$ cat src/rtl/tone_gen_multi.sv
// tone_gen_multi: CH independent square-wave pitch clocks from one system clock.
// Each channel takes new settings through a valid/ready write port. Settings
// wait in a per-channel pending slot and are applied only at a period boundary,
// or at once when the channel is idle, so output pulses are never cut short.
// Optional build macro: TONE_DUTY_EN (programmable duty from wr_duty; otherwise
// the high threshold is fixed at div/2 and wr_duty is ignored).
`timescale 1ns/1ps
module tone_gen_multi #(
  parameter int CH = 4,
  parameter int DW = 21,
  localparam int CW = (CH > 1) ? $clog2(CH) : 1
) (
  input  logic          clk,
  input  logic          reset_,
  input  logic          wr_valid,
  output logic          wr_ready,
  input  logic [CW-1:0] wr_ch,
  input  logic [DW-1:0] wr_div,
  input  logic [7:0]    wr_duty,
  input  logic          wr_en,
  output logic [CH-1:0] pitch_clk,
  output logic [CH-1:0] active,
  output logic [CW:0]   mix_level
);

  logic [DW-1:0] count    [CH];
  logic [DW-1:0] div_act  [CH];
  logic [DW-1:0] th_act   [CH];
  logic [DW-1:0] div_pend [CH];
  logic [DW-1:0] th_pend  [CH];
  logic [CH-1:0] en_act;
  logic [CH-1:0] en_pend;
  logic [CH-1:0] pend;
  logic [CH-1:0] dz_act;
  logic [CH-1:0] dz_pend;
  logic [CH-1:0] apply;
  logic          stall;
  logic          ch_ok;
  logic          accept;
  logic [DW-1:0] th_new;
  logic          dz_new;
  logic [CW:0]   pop;

`ifdef TONE_DUTY_EN
  // High threshold from duty: th = div*(256-duty)/256, wide enough not to overflow.
  logic [DW+7:0] duty_prod;
  assign duty_prod = (DW+8)'(wr_div) * (DW+8)'(9'd256 - {1'b0, wr_duty});
  assign th_new    = DW'(duty_prod >> 8);
  // duty=0 would otherwise leave a one-cycle pulse in the reload cycle.
  assign dz_new    = (wr_duty == 8'd0);
`else
  logic unused_duty;
  assign unused_duty = ^wr_duty;
  assign th_new      = wr_div >> 1;
  assign dz_new      = 1'b0;
`endif

  assign active   = en_act;
  // Out-of-range channel indices are always accepted and silently dropped.
  assign ch_ok    = ({1'b0, wr_ch} < (CW+1)'(CH));
  assign wr_ready = !stall && (!ch_ok || !pend[wr_ch]);
  assign accept   = wr_valid && wr_ready && ch_ok;

  // Pending settings are consumed at the period boundary or when the channel is idle.
  always_comb begin
    apply = '0;
    for (int i = 0; i < CH; i++) begin
      apply[i] = pend[i] && ((count[i] == '0) || !en_act[i]);
    end
  end

  // Number of channels currently high, feeding the registered mix level.
  always_comb begin
    pop = '0;
    for (int i = 0; i < CH; i++) begin
      pop = pop + (CW+1)'(pitch_clk[i]);
    end
  end

  // Per-channel counters, pending/applied settings, outputs and mix register.
  always_ff @(posedge clk) begin
    if (reset_) begin
      stall     <= 1'b1;
      pitch_clk <= '0;
      en_act    <= '0;
      en_pend   <= '0;
      pend      <= '0;
      dz_act    <= '0;
      dz_pend   <= '0;
      mix_level <= '0;
      for (int i = 0; i < CH; i++) begin
        count[i]    <= '0;
        div_act[i]  <= '0;
        th_act[i]   <= '0;
        div_pend[i] <= '0;
        th_pend[i]  <= '0;
      end
    end else begin
      stall     <= 1'b0;
      mix_level <= pop;
      for (int i = 0; i < CH; i++) begin
        pitch_clk[i] <= en_act[i] && (div_act[i] != '0) &&
                        (count[i] >= th_act[i]) && !dz_act[i];
        if (apply[i]) begin
          div_act[i] <= div_pend[i];
          th_act[i]  <= th_pend[i];
          en_act[i]  <= en_pend[i];
          dz_act[i]  <= dz_pend[i];
          pend[i]    <= 1'b0;
          count[i]   <= en_pend[i] ? div_pend[i] : '0;
        end else if (!en_act[i] || (div_act[i] == '0)) begin
          count[i] <= '0;
        end else if (count[i] == '0) begin
          count[i] <= div_act[i];
        end else begin
          count[i] <= count[i] - DW'(1);
        end
        // pend blocks wr_ready, so accept and apply never hit the same channel.
        if (accept && (wr_ch == CW'(i))) begin
          pend[i]     <= 1'b1;
          div_pend[i] <= wr_div;
          th_pend[i]  <= th_new;
          en_pend[i]  <= wr_en;
          dz_pend[i]  <= dz_new;
        end
      end
    end
  end

endmodule

$ cat config.mk
export PLATFORM = sky130hd
export DESIGN_NAME = tone_gen_multi
export DESIGN_NICKNAME = d
export VERILOG_FILES = /design/src/rtl/tone_gen_multi.sv
export SDC_FILE = /design/constraint.sdc
export NUM_CORES = 1
export LEC_CHECK = 0
export ABC_CLOCK_PERIOD_IN_PS = 3600
export CAP_MARGIN = 15
export CORE_UTILIZATION = 40
export CTS_BUF_LIST = sky130_fd_sc_hd__clkbuf_4 sky130_fd_sc_hd__clkbuf_8 sky130_fd_sc_hd__clkbuf_16
export CTS_CLUSTER_DIAMETER = 80
export DETAILED_ROUTE_END_ITERATION = 10
export PLACE_DENSITY = 0.59
export SLEW_MARGIN = 25
export SYNTH_ARGS = -nofsm -noshare
export SYNTH_HDL_FRONTEND = slang
export SYNTH_SLANG_ARGS = --single-unit
$ cat constraint.sdc
create_clock -name clk -period 3.6 [get_ports clk]
set_input_delay 0.72 -clock clk [delete_from_list [all_inputs] [get_ports clk]]
set_output_delay 0.72 -clock clk [all_outputs]
set_load 0.01 [all_outputs]
Yosys cells after proc, flatten, opt, wreduce, memory -nomap -nowiden
Memory sizes are Yosys's and may differ from the RTL's.
Index checks and enable logic that the tools add are counted.
Storage, ports and cells
  memories kept: 5
  ROM bits: 0
  bits in latches: 0
  output and inout bits: 12
  bits in registers: 20
  bits of input ports: 35
  memory bits (writable): 416
Memory list
  count: depth 4, width 21, read ports 4, clocked after memory_dff 0, wr ports 4, line 26  | logic [DW-1:0] count [CH];
  div_act: depth 4, width 21, read ports 4, clocked after memory_dff 0, wr ports 4, line 27  | logic [DW-1:0] div_act [CH];
  div_pend: depth 4, width 21, read ports 4, clocked after memory_dff 0, wr ports 4, line 29  | logic [DW-1:0] div_pend [CH];
  th_act: depth 4, width 21, read ports 4, clocked after memory_dff 0, wr ports 4, line 28  | logic [DW-1:0] th_act [CH];
  th_pend: depth 4, width 20, read ports 4, clocked after memory_dff 0, wr ports 4, line 30  | logic [DW-1:0] th_pend [CH];
Operators by class
  reductions and logical operators: 49
  order comparisons: 5
  mux-type cells: 128
  div/mod/pow operators: 0
  equal/unequal tests: 3
  add/subtract/negate cells: 7
  multiply operators: 0
  shifts and indexed selects: 0
  bitwise logic cells: 32
Operators by type and width (number)
  two-way mux 21 bit: 32
  zero test 21 bit: 8
  two-way mux 1 bit: 91
  greater-or-equal comparator 21 bit: 4
  nonzero test 21 bit: 4
  subtractor 21 x 1 -> 21 bit (second input constant): 4
  two-way mux 20 bit: 4
  OR 1 bit: 32
  logical AND 1 bit: 18
  logical OR 1 bit: 8
  nonzero test 2 bit: 4
  zero test 1 bit: 6
  == test 2 bit (second input constant): 2
  adder 2 x 1 -> 3 bit: 1
  adder 3 x 1 -> 3 bit: 1
  < comparator 2 x 3 -> 1 bit (second input constant): 1
  adder 1 x 1 -> 2 bit: 1
  binary-select mux 1 bit (select 2 bit): 1
  == test 2 x 1 -> 1 bit (second input constant): 1
  zero test 2 bit: 1

Logic depth before layout (Yosys ltp)
An unclocked memory read counts as a cell.
  depth in word-level cells: 11
  mapped depth: 10
  mapped depth without buffers: 8

Worst setup path before layout
Ideal clock, no wire load.
  path kind: register to register
  start: memory count[3][0]
  end: memory div_act[3][0], enable pin
  arrival: 2604 ps
  setup slack: 619 ps
  library setup time: 378 ps
  path buffers: 1
  stages on the path, launching flop included: 10
  clock period less this slack: 2981 ps
  cell sequence: edfxtp_1 > inv_1 > ha_1 > or4b_4 > or3_1 > buf_2 > or3_4 > nand2_1 > nand2_1 > nand2_1
RTL lines (line)
  start, declared: 26
  end, declared: 27

Worst setup path after layout
  start: input wr_ch[0]
  end: output wr_ready
On the way
  cells in the longest elaborated chain, start to end: 4
RTL lines
  start, declared: line 17  | input logic [CW-1:0] wr_ch,
  binary-select mux 1 bit (select 2 bit): line 61  | assign wr_ready = !stall && (!ch_ok || !pend[wr_ch]);
  two-way mux 1 bit (implied by the code): line 61
  zero test 1 bit: line 61
  logical AND 1 bit: line 61
  end, declared: line 16  | output logic wr_ready,
Every way passes these cells. The select of a mux whose other input is x is not followed.

==> results.tsv <==
metric	value	unit
crit-path max FO	6	
reg2reg path depth	6	
Multi-input gate area	0.00699	mm2
Slew @ Worst Pin	0.963	ns
routed wire length	39700	um
Primary FF master, synth	edfxtp_1	
leak pwr	6.97	nW
number of global-route vias before repair	10900	
Pins Over Slew Limit	0	
Die Y	198	um
starting density of the core	0.407	
Total GRT Usage	0.207	
Post CTS Setup Buffer Count	0	
Final Setup Violations	0	
count of routing violations after the opening detailed-route iteration	932	
final worst-path cycle share	0.920	
Avg Cell Area, Syn	10.7	um2
RSZ-0062 raised after global routing	no	
register bit total from synthesis	272	
total area of sequential cells	0.00797	mm2
Rel. slew slack	0.358	
Area growth syn-to-layout	16.2	%
critical path data arrival time	2.59	ns
power density over the cells	425	mW/mm2
Vias	11300	
CTS root buf	clkbuf_16	
post-synth cell types	74	
placed instance area	0.0167	mm2
Initial DRT Pass Iterations	5	
pin count of the biggest net entering global routing	37	
Gate Count Post-Synth	1434	
nets@finish	1684	
Crit. End Element	primary output	
initial antenna violation count	3	
global-route wire length before repair	62700	um
clk buf depth	3	
maxcap violations	0	
CTS tree	built	
worst hold path depth	2	
Rows	71	
placed insts	2041	
Clk pin slew, worst setup/hold paths	0.05	ns
Ports	47	
Final Hold Vio Count	0	
gr ovfl total	0	
commonest cells after routing, fill and taps aside	edfxtp_1, and2_1, nand2_1	
Sink Count	272	
Max VDD drop	358	uV
Final HPWL DP	28800	um
Hold WC Path Type	register to register	
worst skew pair latency	0.57	ns
outcome	finished, final reports clean	
gpl congestion	0.871	
layout cells sized above 1	0.0789	
Fillers	3569	
Clock Skews	0.0110	ns
CTS-repair resized insts	0	
number of port buffers	38	
async set-reset flop share out of synthesis	0	
die area	0.0391	mm2
hold_ws	0.468	ns
Final min period	3.31	ns
Core Area	0.0377	mm2
Die W	198	um
crit path launch type	primary input	
critical path data required time	2.88	ns
vias per cell	5.40	
critical path class	primary input to primary output	
H-tree depth	1	
Yosys warnings	0	
area of the mapped netlist	0.0153	mm2
sequential area share after synthesis	0.520	
mean routed wirelength per cell	18.9	um
Post-route DRC	0	
Final Cell Area	0.0178	mm2
Setup TNS	0	ns
hold buffer count at cts	0	
Non-Filler Instances	2096	
commonest non-fill, non-tap cell in the layout	edfxtp_1	
post-route ant nets	0	
Post-synth EDFFs	252	
Num CTS Buffers	30	
highest clock rate	302	MHz
[sequential cells by signal, summed over array words and instances, names as in the netlist]
signal / cells
th_pend: 39
mix_level: 3
div_pend: 45
th_act: 22
stall: 1
count: 84
en_pend: 4
pend: 4
active: 4
pitch_clk: 4
div_act: 62
[report_power, final]
| part | internal (W) | switching [W] | leakage (nW) | total (W) |
|---|---|---|---|---|
| Sequential | 0.00358 | 0.000121 | 2.76 | 0.00370 |
| Clock | 0.00209 | 0.00129 | 0.527 | 0.00338 |
| Combinational | 0.000186 | 0.000296 | 3.68 | 0.000482 |
[worst paths after layout]
kind,slack [ns],to,from
hold reg to reg,0.47,active[2],en_pend[2]
hold / removal,0.47,active[2],en_pend[2]
setup / recovery,0.29,wr_ready,wr_ch[0]
setup reg to reg,0.47,count[0][13],count[0][8]
[synthesized netlist by cell type, drive strengths merged (3+ instances only)]
master,number,area [um2]
edfxtp,252,7570
and2,115,719
nand2,107,407
inv,99,372
nor2,95,357
o21ai,93,465
ha,86,1080
and3,67,419
clkbuf,59,224
a221oi,42,374
xnor2,39,342
nor4,34,240
nand3,30,155
nor3,30,155
a21oi,27,135
xor2,26,228
a22oi,24,180
a21o,23,173
dfxtp,20,400
nand4,16,100
buf,14,88.8
a211oi,12,90.1
nor2b,12,75.1
or4,11,82.6
or3,10,67.6
a32o,8,80.1
a221o,7,70.1
nand3b,6,45.0
a32oi,5,43.8
nand2b,5,31.3
o31ai,5,37.5
a311oi,4,52.6
nand4b,4,35.0
or2,4,25.0
a31o,3,26.3
mux2,3,33.8
nor3b,3,33.8
o21a,3,22.5
[final cells by class]
cell class | count | area share
timing repair buffer | 86 | 0.0420
multi-input combinational | 1072 | 0.393
sequential | 272 | 0.447
clock buffer | 34 | 0.0448
tap | 511 | 0.0359
clock inverter | 20 | 0.0160
inverter | 100 | 0.0211
antenna | 1 | 0.000141
[cells by family (layout without fill, tap and decap cells)]
group                    after synthesis  in the layout  synth area share
other                                  1             85          0.000245
buffers and inverters                173            240            0.0449
XOR/XNOR                              65             65            0.0371
adder cells (fa/ha/maj)               87             87            0.0715
AND/OR/NAND/NOR                      554            554             0.195
multiplexers                           4              4           0.00367
flip-flops                           272            272             0.520
AO/OA/AOI/OAI                        278            278             0.127
[worst max-delay path: stages]
cell and delay, ns:
clkdlybuf4s50_1 0.58, mux4_2 0.52, nor2_1 0.10, buf_4 0.13, clkdlybuf4s50_1 0.54
[per-stage QoR]
stage	total power (W)	utilization	worst slack (ns)
floorplan	0.00402	-	0.619
CTS	0.00763	0.473	0.279
global placement	0.00424	0.444	0.277
finish	0.00756	0.473	0.287
detailed placement	0.00425	0.444	0.279
global route	0.00781	0.473	0.225
[layer usage]
layer,vias to the layer above,wire length (um),share of wire,track usage
li1,5488,-,-,-
met1,5482,18200,0.46,0.291
met2,285,18500,0.47,0.332
met3,55,1960,0.049,0.0254
met4,0,1010,0.025,0.0678
met5,-,0,0,0
Power figures use the tool's default switching activity.
